==> src/rtl/wb_copy_master.sv <==
// Wishbone block-copy initiator: moves 32-bit words from a source to a
// destination region using alternating single-beat classic read/write cycles.
//
// state  | meaning
// -------+-----------------------------------------------------------------
// IDLE   | waiting for start; also issues the deferred done for len=0
// RD     | read cycle on the bus, waiting for ack
// RD_GAP | one idle bus cycle after the read ack
// WR     | write cycle on the bus, waiting for ack
// WR_GAP | one idle bus cycle after the write ack, before the next read
module wb_copy_master #(
  parameter int LEN_W   = 16,
  parameter int TIMEOUT = 255,
  parameter int TO_W    = 8
) (
  input  logic             wb_clk_i,
  input  logic             wb_rst_i,
  input  logic             start,
  input  logic [31:0]      src_adr,
  input  logic [31:0]      dst_adr,
  input  logic [LEN_W-1:0] len,
  output logic             busy,
  output logic             done,
  output logic             err,
  output logic [31:0]      wbm_adr_o,
  output logic [31:0]      wbm_dat_o,
  output logic [3:0]       wbm_sel_o,
  output logic             wbm_we_o,
  output logic             wbm_cyc_o,
  output logic             wbm_stb_o,
  input  logic             wbm_ack_i,
  input  logic [31:0]      wbm_dat_i
);

  typedef enum logic [2:0] {
    IDLE   = 3'd0,
    RD     = 3'd1,
    RD_GAP = 3'd2,
    WR     = 3'd3,
    WR_GAP = 3'd4
  } state_t;

  localparam bit              TO_EN   = (TIMEOUT != 0);
  localparam logic [TO_W-1:0] TO_LAST = TO_W'(TIMEOUT - 1);

  state_t            state_q, state_d;
  logic [29:0]       src_q, src_d;
  logic [29:0]       dst_q, dst_d;
  logic [LEN_W-1:0]  cnt_q, cnt_d;
  logic [31:0]       buf_q, buf_d;
  logic [TO_W-1:0]   to_q, to_d;
  logic              zero_q, zero_d;
  logic              busy_q, busy_d;
  logic              done_q, done_d;
  logic              err_q, err_d;
  logic [31:0]       adr_q, adr_d;
  logic [31:0]       dat_q, dat_d;
  logic [3:0]        sel_q, sel_d;
  logic              we_q, we_d;
  logic              cyc_q, cyc_d;

  // Byte-offset bits of the command addresses are intentionally discarded.
  logic unused_adr_bits;
  assign unused_adr_bits = ^{src_adr[1:0], dst_adr[1:0]};

  // Next-state and next-output computation for the copy sequencer.
  always_comb begin
    state_d = state_q;
    src_d   = src_q;
    dst_d   = dst_q;
    cnt_d   = cnt_q;
    buf_d   = buf_q;
    to_d    = to_q;
    zero_d  = 1'b0;
    busy_d  = busy_q;
    done_d  = 1'b0;
    err_d   = err_q;
    adr_d   = adr_q;
    dat_d   = dat_q;
    sel_d   = sel_q;
    we_d    = we_q;
    cyc_d   = cyc_q;

    case (state_q)
      IDLE: begin
        if (zero_q) begin
          // Zero-length command: finish one cycle after acceptance.
          done_d = 1'b1;
          busy_d = 1'b0;
        end else if (start) begin
          busy_d = 1'b1;
          err_d  = 1'b0;
          src_d  = src_adr[31:2];
          dst_d  = dst_adr[31:2];
          cnt_d  = len;
          if (len == '0) begin
            zero_d = 1'b1;
          end else begin
            state_d = RD;
            cyc_d   = 1'b1;
            we_d    = 1'b0;
            sel_d   = 4'hF;
            adr_d   = {src_adr[31:2], 2'b00};
            to_d    = '0;
          end
        end
      end

      RD: begin
        if (wbm_ack_i) begin
          buf_d   = wbm_dat_i;
          cyc_d   = 1'b0;
          sel_d   = 4'h0;
          state_d = RD_GAP;
        end else if (TO_EN && (to_q == TO_LAST)) begin
          cyc_d   = 1'b0;
          we_d    = 1'b0;
          sel_d   = 4'h0;
          err_d   = 1'b1;
          done_d  = 1'b1;
          busy_d  = 1'b0;
          state_d = IDLE;
        end else begin
          to_d = to_q + TO_W'(1);
        end
      end

      RD_GAP: begin
        state_d = WR;
        cyc_d   = 1'b1;
        we_d    = 1'b1;
        sel_d   = 4'hF;
        adr_d   = {dst_q, 2'b00};
        dat_d   = buf_q;
        to_d    = '0;
      end

      WR: begin
        if (wbm_ack_i) begin
          cyc_d = 1'b0;
          we_d  = 1'b0;
          sel_d = 4'h0;
          src_d = src_q + 30'd1;
          dst_d = dst_q + 30'd1;
          cnt_d = cnt_q - LEN_W'(1);
          if (cnt_q == LEN_W'(1)) begin
            state_d = IDLE;
            done_d  = 1'b1;
            busy_d  = 1'b0;
          end else begin
            state_d = WR_GAP;
          end
        end else if (TO_EN && (to_q == TO_LAST)) begin
          cyc_d   = 1'b0;
          we_d    = 1'b0;
          sel_d   = 4'h0;
          err_d   = 1'b1;
          done_d  = 1'b1;
          busy_d  = 1'b0;
          state_d = IDLE;
        end else begin
          to_d = to_q + TO_W'(1);
        end
      end

      WR_GAP: begin
        state_d = RD;
        cyc_d   = 1'b1;
        we_d    = 1'b0;
        sel_d   = 4'hF;
        adr_d   = {src_q, 2'b00};
        to_d    = '0;
      end

      default: begin
        state_d = IDLE;
        cyc_d   = 1'b0;
        we_d    = 1'b0;
        sel_d   = 4'h0;
        busy_d  = 1'b0;
      end
    endcase
  end

  // State and output registers; reset clears the bus immediately.
  always_ff @(posedge wb_clk_i or negedge wb_rst_i) begin
    if (!wb_rst_i) begin
      state_q <= IDLE;
      src_q   <= '0;
      dst_q   <= '0;
      cnt_q   <= '0;
      buf_q   <= '0;
      to_q    <= '0;
      zero_q  <= 1'b0;
      busy_q  <= 1'b0;
      done_q  <= 1'b0;
      err_q   <= 1'b0;
      adr_q   <= '0;
      dat_q   <= '0;
      sel_q   <= 4'h0;
      we_q    <= 1'b0;
      cyc_q   <= 1'b0;
    end else begin
      state_q <= state_d;
      src_q   <= src_d;
      dst_q   <= dst_d;
      cnt_q   <= cnt_d;
      buf_q   <= buf_d;
      to_q    <= to_d;
      zero_q  <= zero_d;
      busy_q  <= busy_d;
      done_q  <= done_d;
      err_q   <= err_d;
      adr_q   <= adr_d;
      dat_q   <= dat_d;
      sel_q   <= sel_d;
      we_q    <= we_d;
      cyc_q   <= cyc_d;
    end
  end

  assign busy      = busy_q;
  assign done      = done_q;
  assign err       = err_q;
  assign wbm_adr_o = adr_q;
  assign wbm_dat_o = dat_q;
  assign wbm_sel_o = sel_q;
  assign wbm_we_o  = we_q;
  assign wbm_cyc_o = cyc_q;
  assign wbm_stb_o = cyc_q;

endmodule

==> config.mk <==
export PLATFORM = sky130hd
export DESIGN_NAME = wb_copy_master
export DESIGN_NICKNAME = d
export VERILOG_FILES = /design/src/rtl/wb_copy_master.sv
export SDC_FILE = /design/constraint.sdc
export NUM_CORES = 1
export LEC_CHECK = 0
export CORE_MARGIN = 2
export CORE_UTILIZATION = 30
export DETAILED_ROUTE_END_ITERATION = 7
export PLACE_DENSITY = 0.54
export SLEW_MARGIN = 20
export SYNTH_ARGS = -nofsm -noshare
export SYNTH_HDL_FRONTEND = slang
export SYNTH_SLANG_ARGS = --single-unit
==> constraint.sdc <==
create_clock -name wb_clk_i -period 2.35 [get_ports wb_clk_i]
set_input_delay 0.47 -clock wb_clk_i [delete_from_list [all_inputs] [get_ports wb_clk_i]]
set_output_delay 0.47 -clock wb_clk_i [all_outputs]
set_load 0.1 [all_outputs]
Yosys cells after proc, flatten, opt, wreduce, memory -nomap -nowiden --
Cells that the tools add are included. Widths: inputs -> output; s select.
Storage, ports and cells: register bits 193, bits in latches 0, RAM bits 0, ROM bits 0, bits of input ports 116, output and inout port bits 74, word-level logic and storage cells 125, memories kept 0
Cells by class: add/sub/neg operators 4, $mul 0, divide/modulo/power cells 0, $lt $le $gt $ge 0, equal/unequal tests 17, shift-type cells 0, muxes and demuxes 71, bitwise logic cells 1, reductions and logical operators 17
Operator list (number):
- $mux 30 | 6
- $pmux 30 s2 | 2
- $mux 32 | 3
- $pmux 32 s3 | 1
- $add 30x1->30 const B | 2
- $mux 16 | 3
- $mux 8 | 5
- $pmux 16 s2 | 1
- $mux 1 | 30
- $pmux 8 s3 | 1
- $mux 3 | 7
- $mux 4 | 5
- $reduce_and 4->1 | 5
- $eq 16x1->1 const B | 1
- $logic_not 16->1 | 1
- $sub 16x1->16 const B | 1
- $pmux 3 s5 | 1
- $ne 2x2->1 const B | 7
- $pmux 4 s3 | 1
- $add 8x1->8 const B | 1
- $eq 8x8->1 const B | 1
- $pmux 1 s4 | 2
- $eq 3x2->1 const B | 2
- $ne 3x3->1 const B | 2
- other kinds (15) | 19

Depth between registers and ports, before layout --
depth in word-level cells 5, mapped depth 8, depth with buffers taken out 7

Least setup slack after synthesis --
No wires, ideal clock.
path type register to register, start point register state_q[0], end point register src_q[29], setup time 0.131 ns, arrival time 1.898 ns, required time 2.219 ns, setup slack 0.321 ns, stages on the path, launching flop included 8, buffers on the path 3, clock period less this slack 2.029 ns, path through dfrtp_1 > buf_2 > or4b_4 > a21o_1 > buf_6 > buf_6 > a222oi_1 > nand2_1
Between the ends: cells in the longest elaborated chain, start to end 3, elaborated cells on any way between the ends 8, classes of those cells 4 x eq/ne; 1 x mux; 3 x reduce/logical
Ends and longest elaborated chain:
- start: declaration | RTL line 46 | state_t state_q, state_d;
- start signal: assignment | RTL line 204 | state_q <= state_d;
- $eq 3x2->1 / $logic_not 3->1 (equally long branches) | RTL line 84 | case (state_q)
- $ne 2x2->1 (no line) / $reduce_bool 2->1 (equally long branches)
- $reduce_and 4->1 (no line)
- end signal: assignment | RTL line 205 | src_q <= src_d;
- end: declaration | RTL line 47 | logic [29:0] src_q, src_d;
Parallel ways exist; a longest one is shown, timed or not. A chain may end at the register's enable or synchronous reset.

Worst setup path in the final report --
start point input len[14], end point register adr_q[10], in the netlist wbm_adr_o[10]
Between the ends: cells in the longest elaborated chain, start to end 3
Ends and longest elaborated chain:
- start: declaration | RTL line 21 | input logic [LEN_W-1:0] len,
- $logic_not 16->1 | RTL line 96 | if (len == '0) begin
- $ne 2x2->1 (no line)
- $reduce_and 4->1 (no line)
- end signal: assignment | RTL line 214 | adr_q <= adr_d;
- end: declaration | RTL line 56 | logic [31:0] adr_q, adr_d;
Every way passes these cells.

==> results.ini <==
[timing]
fmax_mhz = 453
rsz0062_at_grt = no
slew_violations = 0
finalHoldViolCount = 0
min_period_ps = 2210
worstMarginPinSlew_ps = 721
setup_viol = 0
maxSlewHeadroom_pct = 51.5
post-route-period-util_pct = 94.0
fin_worst_skew_ps = 13.0

[synthesis]
synth_area_per_cell_um2 = 9.57
ys_warn_count = 0
synth_area_um2 = 9700
synth_top_area_cell = dfrtp_1
synthSimpleGateAreaFrac_pct = 15.9
synth_most_common_cell = dfrtp_1
synth_cell_type_count = 66
synth-seq-cells = 187
ys_seq_area_share_pct = 48.2
synth_edf_count = 0
synth_commonest_cells = dfrtp_1, nand2_1, o21ai_0
synth_compound_area_share_pct = 22.4
synthTopCellsByArea = dfrtp_1, mux2_2, o21ai_0
yosys.area_share.xor_xnor_pct = 0
async_flop_share_pct = 100
yosys.area_share.adder_pct = 0.774
synth_mux_area_share_pct = 8.25
synth_cells = 1014
netlist.area_leader.share_pct = 48.2
synth_top_family_by_area = compound AO/OA/AOI/OAI gates
synth_flop_cell = dfrtp_1

[critical_path]
r2r_setup_slack_ps = 260
timing.critical_path.required_ps = 2660
crit_chain = clkdlybuf4s50_1 > nor4_2 > buf_4 > nand4_1 > buf_4 > a31oi_4 > buf_4 > o21ai_0
crit_buf_inv = 4
crit_path_end_kind = flop
cp_slowest_stage_delay_ps = 430
critPathTopFamily = buffers and inverters
arrival_ps = 2520
path_class = in -> reg
crit_path_start_kind = input pin
cp_common_cell = buf_4
crit_path_top_delay_cell = clkdlybuf4s50_1
path_max_fanout = 20

[die]
core-area_um2 = 31700
start_util_pct = 30.6
rows = 65
io_pins = 190
die_area_um2 = 33800
dieWidth_um = 184
die_h_um = 184

[hold_path]
min_path_type = reg -> reg

[routing]
firstDrtPassIters = 7
vias = 8831
drtIter0Drc = 752
antenna_left = 0
wl_um = 31200
avgRoutedWirePerCell_um = 19.1
drc = 0
via_per_inst = 5.40

[final_layout]
syn2layout_area_growth_pct = 34.0
fin_nets = 1342
num_antenna_cells = 0
register_area_um2 = 4680
multi_input_area_um2 = 4660
fin_cells = 1635
n_fill_cell = 3177
final_layout_size_suffix_gt1_share_pct = 22.1
final_util_pct = 41.0

[place]
gp_congestion = 0.852
dp_hpwl_um = 22200
numPlacedInstances = 1602
io_buffers = 183

[global_routing]
antenna_found_initial = 0
grt_usage_pct = 18.6
grt-ovfl-total = 0
grt_first_pass_wirelength_um = 49200
grt_max_degree = 52
grt_pass1_vias = 8506

[clock_network]
cts_tree = yes
clock_latency_ps = 440
cts.sinks = 187
htreeDepth = 4
cts_root_buffer = clkbuf_16
cts_buffer_depth = 2
clkTransAtPathRegs_ps = 70
cts-buffers-inserted = 17

[run_status]
status = finished, final reports clean

[pwr]
p_per_area_nw_per_um2 = 1700
max-vdd-ir-drop_v = 0.00104
p_leak_nw = 5.32

[job]
maxCapViolCount = 0

## path summary, 6_finish.rpt
| path | startpoint | endpoint | cells after the start |
|---|---|---|---|
| worst max register to register | dst_q[14] | dst_q[29] | 5 |
| worst max-delay path | len[14] | wbm_adr_o[10] | 8 |
| worst min-delay path | wbm_adr_o[15] | wbm_adr_o[15] | 2 |
| min in group asynchronous | wb_rst_i | cnt_q[3] | 2 |
| max in group asynchronous | wb_rst_i | dst_q[18] | 3 |
| worst min register to register | wbm_adr_o[15] | wbm_adr_o[15] | 2 |
## report_power, final
group / leakage, nW / internal, mW / switching, mW / total [mW]
registers: 2.21 / 4.79 / 1.40 / 6.20
clock network: 0.303 / 1.64 / 1.48 / 3.12
logic: 2.80 / 4.19 / 8.67 / 12.9
total: 5.32 / 10.6 / 11.6 / 22.2
## state kept, by name, indices dropped and copies added (netlist names), 3 cells and up
register,cells
buf_q,32
wbm_dat_o,32
dst_q,30
src_q,30
wbm_adr_o,30
cnt_q,16
to_q,8
state_q,3
## layout make-up
class,count,area share (%)
multi-input combinational,732,35.8
timing repair buffer,269,19.2
clock inverter,15,1.52
clock buffer,17,3.27
tap,402,3.87
inverter,13,0.375
sequential,187,36.0
## layout by cell type, fill, tap and decap left out, types with 17 or more instances in the layout
cell	synthesis	routed
o22ai_1	49	49
a21oi_1	83	82
dfrtp_1	187	187
buf_4	7	142
and3_1	18	18
clkdlybuf4s50_1	0	110
clkbuf_16	0	17
a2bb2oi_1	17	17
mux2_2	64	64
nand4_1	25	25
nand2_1	99	99
nor2_1	53	52
o22a_1	41	41
nand3_1	50	50
o21ai_0	88	88
## worst min-delay path: cells and delay by family (launching register included)
kind            cells  cell delay (ps)
flops               1              340
simple gates        1               50
compound gates      1               60
## per-layer routing
metal / vias up / global-route usage [%] / share of wire, %
li1: 4201 / - / -
met1: 4312 / 25.4 / 46
met2: 287 / 28.5 / 45
met3: 31 / 5.47 / 7.2
met4: 0 / 5.38 / 1.9
met5: - / 0 / 0
## kinds of logic after synthesis
kind of cell	Yosys count
multiplexers	72
AO/OA/AOI/OAI	340
AND/OR/NAND/NOR	312
flip-flops	187
buffers and inverters	96
other	1
adder cells (fa/ha/maj)	6
## stage by stage
stage                     worst slack [ps]  hold slack [ps]  setup TNS [ps]  cell area, um^2  power (mW)
final                                  141              482               0            13000        22.2
after global routing                  4.41              509               0            13000        23.5
after CTS                             14.4              487               0            13000        22.3
after detailed placement              -454              467          -17590            12400        19.1
after global placement                -439              463          -17300            12400        19.0
after floorplan                        321              174               0             9710        15.3
## repair_timing
| action | 4_1_cts | 5_1_grt |
|---|---|---|
| endpoints found under the setup margin | 0 | 20 |
| hold endpoints to repair | 38 | 0 |
| gates resized for setup | 0 | 1 |
| hold buffers | 1 | 0 |
| setup buffers | 0 | 0 |
No activity file was read; power rests on OpenSTA's default activity.
